`src/rtl/control_sequencer.sv`:
```
// control_sequencer: hardwired fetch/execute control unit driving datapath strobes from state and IR
module control_sequencer #(
    parameter int              OP_W   = 5,
    parameter logic [OP_W-1:0] ADD_OP = 5'b00011
) (
    input  logic            Clock,
    input  logic            clear,
    input  logic [31:0]     IR,
    input  logic            CON_FF,
    input  logic            Stop,
    output logic            Run,
    output logic            Gra,
    output logic            Grb,
    output logic            Grc,
    output logic            Rin,
    output logic            Rout,
    output logic            BAout,
    output logic            PCin,
    output logic            PCout,
    output logic            IncPC,
    output logic            IRin,
    output logic            MARin,
    output logic            MDRin,
    output logic            MDRout,
    output logic            Yin,
    output logic            Zin,
    output logic            Zlowout,
    output logic            Zhighout,
    output logic            Cout,
    output logic            HIin,
    output logic            HIout,
    output logic            LOin,
    output logic            LOout,
    output logic            CONin,
    output logic            Inportout,
    output logic            Outportin,
    output logic            Read,
    output logic            Write,
    output logic [OP_W-1:0] opcode
);
    typedef enum logic [3:0] {RESET, T0, T1, T2, T3, T4, T5, T6, T7, HALT} state_t;

    localparam logic [OP_W-1:0] OP_LD   = 5'b00000;
    localparam logic [OP_W-1:0] OP_LDI  = 5'b00001;
    localparam logic [OP_W-1:0] OP_ST   = 5'b00010;
    localparam logic [OP_W-1:0] OP_ADD  = 5'b00011;
    localparam logic [OP_W-1:0] OP_OR   = 5'b01010;
    localparam logic [OP_W-1:0] OP_ADDI = 5'b01011;
    localparam logic [OP_W-1:0] OP_ORI  = 5'b01101;
    localparam logic [OP_W-1:0] OP_MUL  = 5'b01110;
    localparam logic [OP_W-1:0] OP_DIV  = 5'b01111;
    localparam logic [OP_W-1:0] OP_NEG  = 5'b10000;
    localparam logic [OP_W-1:0] OP_NOT  = 5'b10001;
    localparam logic [OP_W-1:0] OP_BR   = 5'b10010;
    localparam logic [OP_W-1:0] OP_JR   = 5'b10011;
    localparam logic [OP_W-1:0] OP_JAL  = 5'b10100;
    localparam logic [OP_W-1:0] OP_IN   = 5'b10101;
    localparam logic [OP_W-1:0] OP_OUT  = 5'b10110;
    localparam logic [OP_W-1:0] OP_MFHI = 5'b10111;
    localparam logic [OP_W-1:0] OP_MFLO = 5'b11000;
    localparam logic [OP_W-1:0] OP_HALT = 5'b11010;

    state_t state, next;
    logic   done;
    logic   unused_ir;

    wire logic [OP_W-1:0] op = IR[31:32-OP_W];
    wire logic is_r    = (op >= OP_ADD) && (op <= OP_OR);
    wire logic is_imm  = (op >= OP_ADDI) && (op <= OP_ORI);
    wire logic is_ld   = op == OP_LD;
    wire logic is_ldi  = op == OP_LDI;
    wire logic is_st   = op == OP_ST;
    wire logic is_mem  = is_ld || is_ldi || is_st;
    wire logic is_md   = (op == OP_MUL) || (op == OP_DIV);
    wire logic is_nn   = (op == OP_NEG) || (op == OP_NOT);
    wire logic is_br   = op == OP_BR;
    wire logic is_jal  = op == OP_JAL;
    wire logic use_add = is_mem || is_br;

    assign unused_ir = ^IR[31-OP_W:0];

    // state register; clear wins over every transition, including HALT
    always_ff @(posedge Clock) begin
        if (clear) state <= RESET;
        else       state <= next;
    end

    // next-state and strobe decode from the current step and the opcode class
    always_comb begin
        next = state;
        done = 1'b0;
        Run = 1'b0;
        opcode = '0;
        {Gra, Grb, Grc, Rin, Rout, BAout} = '0;
        {PCin, PCout, IncPC, IRin, MARin, MDRin, MDRout} = '0;
        {Yin, Zin, Zlowout, Zhighout, Cout, HIin, HIout, LOin, LOout} = '0;
        {CONin, Inportout, Outportin, Read, Write} = '0;
        case (state)
            RESET: next = T0;
            T0: begin
                {PCout, MARin, IncPC, Zin} = '1;
                next = T1;
            end
            T1: begin
                {Zlowout, PCin, Read, MDRin} = '1;
                next = T2;
            end
            T2: begin
                {MDRout, IRin} = '1;
                next = T3;
            end
            T3: begin
                next = T4;
                if (is_r || is_imm)     {Grb, Rout, Yin} = '1;
                else if (is_mem)        {Grb, BAout, Yin} = '1;
                else if (is_md)         {Gra, Rout, Yin} = '1;
                else if (is_nn)         {Grb, Rout, Zin} = '1;
                else if (is_br)         {Gra, Rout, CONin} = '1;
                else if (is_jal)        {PCout, Grb, Rin} = '1;
                else if (op == OP_JR)   {Gra, Rout, PCin, done} = '1;
                else if (op == OP_IN)   {Inportout, Gra, Rin, done} = '1;
                else if (op == OP_OUT)  {Gra, Rout, Outportin, done} = '1;
                else if (op == OP_MFHI) {HIout, Gra, Rin, done} = '1;
                else if (op == OP_MFLO) {LOout, Gra, Rin, done} = '1;
                else if (op == OP_HALT) next = HALT;
                else                    done = 1'b1;
            end
            T4: begin
                next = T5;
                if (is_r)                 {Grc, Rout, Zin} = '1;
                else if (is_imm || is_mem) {Cout, Zin} = '1;
                else if (is_md)           {Grb, Rout, Zin} = '1;
                else if (is_nn)           {Zlowout, Gra, Rin, done} = '1;
                else if (is_br)           {PCout, Yin} = '1;
                else if (is_jal)          {Gra, Rout, PCin, done} = '1;
                else                      done = 1'b1;
            end
            T5: begin
                next = T6;
                if (is_r || is_imm || is_ldi) {Zlowout, Gra, Rin, done} = '1;
                else if (is_ld || is_st)      {Zlowout, MARin} = '1;
                else if (is_md)               {Zlowout, LOin} = '1;
                else if (is_br)               {Cout, Zin} = '1;
                else                          done = 1'b1;
            end
            T6: begin
                next = T7;
                if (is_ld)      {Read, MDRin} = '1;
                else if (is_st) {Gra, Rout, MDRin} = '1;
                else if (is_md) {Zhighout, HIin, done} = '1;
                else if (is_br) begin
                    Zlowout = 1'b1;
                    PCin = CON_FF;
                    done = 1'b1;
                end
                else            done = 1'b1;
            end
            T7: begin
                if (is_ld)      {MDRout, Gra, Rin} = '1;
                else if (is_st) Write = 1'b1;
                done = 1'b1;
            end
            HALT: next = HALT;
            default: next = RESET;
        endcase
        if (state != RESET && state != HALT) begin
            Run = 1'b1;
            opcode = use_add ? ADD_OP : op;
        end
        if (done) next = Stop ? HALT : T0;
    end
endmodule

```
`config.mk`:
```
export PLATFORM = sky130hd
export DESIGN_NAME = control_sequencer
export DESIGN_NICKNAME = d
export VERILOG_FILES = /design/src/rtl/control_sequencer.sv
export SDC_FILE = /design/constraint.sdc
export NUM_CORES = 1
export LEC_CHECK = 0
export CAP_MARGIN = 20
export CORE_ASPECT_RATIO = 0.9
export CORE_MARGIN = 3
export CORE_UTILIZATION = 37
export CTS_CLUSTER_SIZE = 10
export DETAILED_ROUTE_END_ITERATION = 8
export MAX_ROUTING_LAYER = met4
export PLACE_DENSITY = 0.82
export SYNTH_ARGS = -nofsm -noshare
export SYNTH_HDL_FRONTEND = slang
export SYNTH_SLANG_ARGS = --single-unit
```
`constraint.sdc`:
```
create_clock -name Clock -period 2.39 [get_ports Clock]
set_input_delay 0.478 -clock Clock [delete_from_list [all_inputs] [get_ports Clock]]
set_output_delay 0.478 -clock Clock [all_outputs]
set_load 0.005 [all_outputs]
```
Word-level counts from Yosys, hierarchy flattened
Cells that the tools add are included.
{"block": "totals", "in_bits": 36, "ff_bits": 4}
{"block": "classes", "n_reduce_logical": 15, "n_mux": 202, "n_lt_le_gt_ge": 4, "n_eq_ne": 25}
{"cell": "$mux W1", "count": 170}
{"cell": "$mux W4", "count": 14}
{"cell": "$eq A5 B5 Y1 const B", "count": 10}
{"cell": "$pmux W4 S10", "count": 1}
{"cell": "$eq A4 B3 Y1 const B", "count": 4}
{"cell": "$pmux W1 S4", "count": 4}
{"cell": "$pmux W1 S2", "count": 7}
{"cell": "$eq A5 B4 Y1 const B", "count": 2}
{"cell": "$le A5 B4 Y1 const B", "count": 2}
{"cell": "$mux W5", "count": 2}
{"cell": "$pmux W1 S5", "count": 2}
{"cell": "$logic_or A1 B1 Y1", "count": 9}
{"cell": "$eq A4 B2 Y1 const B", "count": 2}
{"cell": "$eq A4 B4 Y1 const B", "count": 2}
{"cell": "$pmux W1 S3", "count": 2}
{"cell": "$eq A5 B1 Y1 const B", "count": 1}
{"cell": "$eq A5 B2 Y1 const B", "count": 1}
{"cell": "$ge A5 B2 Y1 const B", "count": 1}
{"cell": "$ge A5 B4 Y1 const B", "count": 1}
{"cell": "$logic_not A5 Y1", "count": 1}
{"cell": "$eq A4 B1 Y1 const B", "count": 1}
{"cell": "$logic_not A4 Y1", "count": 1}
{"cell": "$ne A4 B4 Y1 const B", "count": 1}
{"cell": "$reduce_bool A4 Y1", "count": 1}
{"cell": "2 further kinds", "count": 4}

Logic depth before layout (Yosys ltp)
{"block": "logic_depth", "depth_word": 15, "depth_mapped": 7, "ltp_nobuf": 5}

Worst setup path before layout
OpenSTA, ideal clock, no wires.
{"block": "synth_path", "path_type": "input -> output", "start": "input port IR[31]", "end": "output port Zhighout", "required_ns": 1.912, "path_stages": 5, "slack_ns": 0.304, "arrival_time_ns": 1.608, "path_cell_list": "buf_2 buf_1 clkbuf_1 nor4_1 buf_4"}
{"block": "synth_via", "elab_chain_cells": 6, "elab_cells_between_ends": 9, "cone_classes": "eq/ne: 3; mux: 4; reduce/logical: 2"}
{"element": "start: declaration", "line": "8", "text": "input logic [31:0] IR,"}
{"element": "$eq A5 B4 Y1", "line": "74", "text": "wire logic is_md = (op == OP_MUL) || (op == OP_DIV);"}
{"element": "$logic_or A1 B1 Y1", "line": "74"}
{"element": "$mux W1 (2 in series)"}
{"element": "$mux W1 (*) (2 in series)"}
{"element": "end: declaration", "line": "28", "text": "output logic Zhighout,"}
Mark *: on every way between the ends. The rest lies on a longest branch, timed or not.

Worst setup path in the final report
{"block": "layout_path", "start": "register state[2]", "end": "output port Gra"}
{"block": "layout_via", "elab_chain_cells": 2, "elab_cells_between_ends": 6, "cone_classes": "eq/ne: 5; mux: 1"}
{"element": "start: declaration", "line": "63", "text": "state_t state, next;"}
{"element": "start signal: assignment", "line": "85", "text": "else state <= next;"}
{"element": "$eq A4 B4 Y1 or $eq A4 B3 Y1 (tied branches)", "line": "98", "text": "case (state)"}
{"element": "$pmux W1 S5 (*)", "line": "98"}
{"element": "end: declaration", "line": "12", "text": "output logic Gra,"}
Marks and branches as above.

==> qor.txt <==
status: completed
antenna violations before repair: 0
post-placement cell area: 1795 um2
Critical Path Fanout Max: 5
delay contributed by the slowest stage of the critical path: 0.44 ns
sum of routed wire segments on met1: 2179 um
Area growth, synth to finish: 100.9%
die width: 62.55 um
maximum ir drop on the vdd rail: 0.3893 mV
start point of the worst hold path: state[3]
Largest Register: state
number of setup violations in the final report: 0
post-synth net total: 202
biggest regs: state: 4 flops
quantity of I/O buffers inserted on ports: 41
timing-limited maximum frequency: 0.4242 GHz
uppermost layer routed: met4
pins over their slew limit: 0
global-route wire length before repair: 8259 um
Core Footprint: 2595 um2
number of hold-slack violations in the final timing report: 0
DRT Wirelength: 5282 um
clock-pin slew of the registers on the worst-case setup and hold paths: 0.04 ns
TritonCTS buffer count: 3
Slowest-stage cell, CP: sky130_fd_sc_hd__or4_4
RSZ-0062 raised after global routing: yes
CP startpoint: state[2]
fin crit period: 2.357 ns
headroom to the max-slew limit: 72.73%
final antenna-violating net count: 0
number of inserted filler cells in the final layout: 168
pin count of the biggest net entering global routing: 13
max FFs per register: 4
worst reg-to-reg setup slack: 0.38 ns
critical register-to-register path startpoint: state[2]
post-placement setup slack: -0.6483 ns
average cell area after synthesis: 6.414 um2
sequential cell area fraction in the yosys report: 7.521%
total die area: 3558 um2
total of max-cap violations: 0
initial core utilization: 41.03%
cell occurring most often along the worst timing path: sky130_fd_sc_hd__or4_4
total number of vias: 1757
count of synthesis-stage warnings from yosys: 0
endpoint kind of the worst setup timing path: output port
Die Span Y: 56.89 um
detailed route wirelength on metal2: 2550 um
proportion of layout cells with a drive suffix above 1: 49.06%
worst-case setup margin in the final layout: 0.03250 ns
maximum level of the CTS H-tree: 1
number of distinct standard cells referenced by the synthesized netlist: 50
Skew-Pair Late Insertion Delay: 0.24 ns
total global routing overflow: 0
critical path cell sequence: buf_4 > nor4b_4 > a31oi_1 > or4_4 > a21oi_4 > or4_4 > clkbuf_2
portion of the clock cycle consumed by the worst path in the final layout: 98.64%
area of the mapped netlist: 1065 um2
CTS tree: yes
number of top-level design ports: 69
Hold-fix buffers, CTS: 0
number of DRC violations after detailed routing: 0
count of standard-cell rows: 17
HPWL after detailed placement: 3474 um
number of design-rule violations left by the first detailed-router iteration: 149
total number of nets in the final design: 303
drt wl/cell: 17.43 um
type of element launching the critical path: flip-flop
CP delay by family, top: simple AND/OR/NAND/NOR gates
Clock Sink Count: 4
type of the most critical hold path: flip-flop to flip-flop
post-route standard cell area excluding fillers: 2140 um2
DR pass1 iterations: 4
weighted congestion reported at the end of routability-driven placement: 0.9112
cell area power density: 383.9 nW/um2
instance count of the mapped netlist: 166
vias in the first global route: 1687
final total power: 0.8213 mW
leakage power: 1.007 nW
arrival time reported for the critical path endpoint: 1.88 ns
synthesized flop and latch total: 4
Setup TNS Final: 0 ns
Clock Skews: 0.0009269 ns
cell at the root of the clock tree: sky130_fd_sc_hd__clkbuf_4
maximum root-to-sink buffer count: 2
combined global-route utilization of all metal layers: 29.70%
data required time at the worst endpoint: 1.91 ns
transition time at the pin with the least slew margin: 0.4034 ns
n_diodes: 0
buffers and inverters on the worst path: 2
vias per inst: 5.799
class of the most critical setup path: flip-flop to output port
met3 routed wirelength: 451 um
## metrics by stage
step	hold slack [ns]	instances	utilization, %
3_3_place_gp	0.6060	277	69.19
6_report	0.5809	303	82.45
3_5_place_dp	0.6208	277	69.19
5_1_grt	0.5959	303	82.45
4_1_cts	0.5755	296	79.03
2_1_floorplan	0.5459	166	-
## where the power goes
part / internal [mW] / switching [mW] / leakage, nW
clock network: 0.0562 / 0.0283 / 0.0138
logic: 0.339 / 0.299 / 0.957
registers: 0.0826 / 0.0161 / 0.0356
total: 0.478 / 0.344 / 1.01
## cell families (layout without fill, tap and decap cells)
group | count (synthesis) | count (layout) | share of synthesized area, %
AO/OA/AOI/OAI | 46 | 46 | 29.49
XOR/XNOR | 2 | 2 | 1.645
adder cells (fa/ha/maj) | 1 | 1 | 0.9401
buffers and inverters | 21 | 120 | 10.34
flip-flops | 4 | 4 | 7.521
multiplexers | 1 | 1 | 0.9401
AND/OR/NAND/NOR | 91 | 91 | 49.12
## layout make-up
| class | count | area (um2) | share of cell area (%) |
|---|---|---|---|
| Tap cell | 38 | 47.55 | 2.222 |
| Sequential cell | 4 | 95.09 | 4.444 |
| Timing Repair Buffer | 113 | 913.4 | 42.69 |
| Multi-Input combinational cell | 141 | 1046 | 48.89 |
| Clock buffer | 3 | 22.52 | 1.053 |
| Inverter | 4 | 15.01 | 0.7018 |
## path summary, 6_finish.rpt
| kind | end | cells after the start |
|---|---|---|
| max reg2reg | state[3] | 10 |
| min reg2reg | state[1] | 2 |
| min | state[1] | 2 |
| max | Gra | 7 |
## routing by layer
| layer | vias up | GRT usage [%] |
|---|---|---|
| li1 | 808 | - |
| met3 | 15 | 3.600 |
| met5 | - | - |
| met4 | 0 | 10.06 |
| met2 | 120 | 50.61 |
| met1 | 814 | 36.25 |
## what timing repair did
action,in CTS,in global routing
setup endpoints to repair,28,17
gates resized for setup,92,30
pin swaps,13,10
buffers inserted,16,7
## cells in the final DEF (no fill, tap or decap), drive strengths merged, types with 2 or more instances in the layout
cell,synthesis,routed
buf,14,81
nor2,21,21
nand2,16,16
a21oi,14,14
dlygate4sd2,0,13
clkdlybuf4s50,0,11
nor3,10,10
o21ai,8,8
clkbuf,3,8
and2,5,5
a31oi,5,5
nand3,5,5
nor2b,5,5
nor4,5,5
inv,4,4
and3,4,4
dfxtp,4,4
o21bai,3,3
nor4b,3,3
or2,2,2
o21a,2,2
or2b,2,2
or4,2,2
nand3b,2,2
a311o,2,2
a311oi,2,2
xnor2,2,2
o211ai,2,2
dlymetal6s2s,0,2
nand2b,2,2
nor3b,2,2
## tightest hold or removal path: cells and delay by family, from the launching register on
family                 cells  cell delay [ns]
AND/OR/NAND/NOR            1             0.05
flip-flops                 1             0.36
buffers and inverters      1             0.13
## cell usage after synthesis, drive strengths merged
cell type,number,area share (%)
o21ai,8,3.8
nor2b,5,2.9
o41ai,1,0.82
o21a,2,1.4
nand2b,2,1.2
inv,4,1.4
or4,2,1.4
or3,1,1.1
nor3,10,4.7
clkbuf,3,1.1
nor3b,2,1.4
mux2i,1,0.94
a21oi,14,6.6
nor2,21,7.4
a21o,1,0.71
or2b,2,1.4
a211oi,1,0.71
and3b,1,0.82
and4bb,1,1.2
maj3,1,0.94
o32ai,1,0.82
o221a,1,1.9
nor4b,3,3.9
nor4,5,2.9
o21bai,3,2.1
nand4,1,2.0
a32oi,1,0.82
or2,2,1.2
xnor2,2,1.6
nand2,16,5.9
buf,14,7.9
dfxtp,4,7.5
nand3b,2,1.4
o211ai,2,1.4
o2bb2ai,1,0.82
a311o,2,1.9
and2b,1,0.71
and2,5,2.9
a311oi,2,2.2
o22ai,1,0.59
and3,4,2.3
nand3,5,2.3
a31oi,5,2.9
No activity file was read; power rests on OpenSTA's default activity.
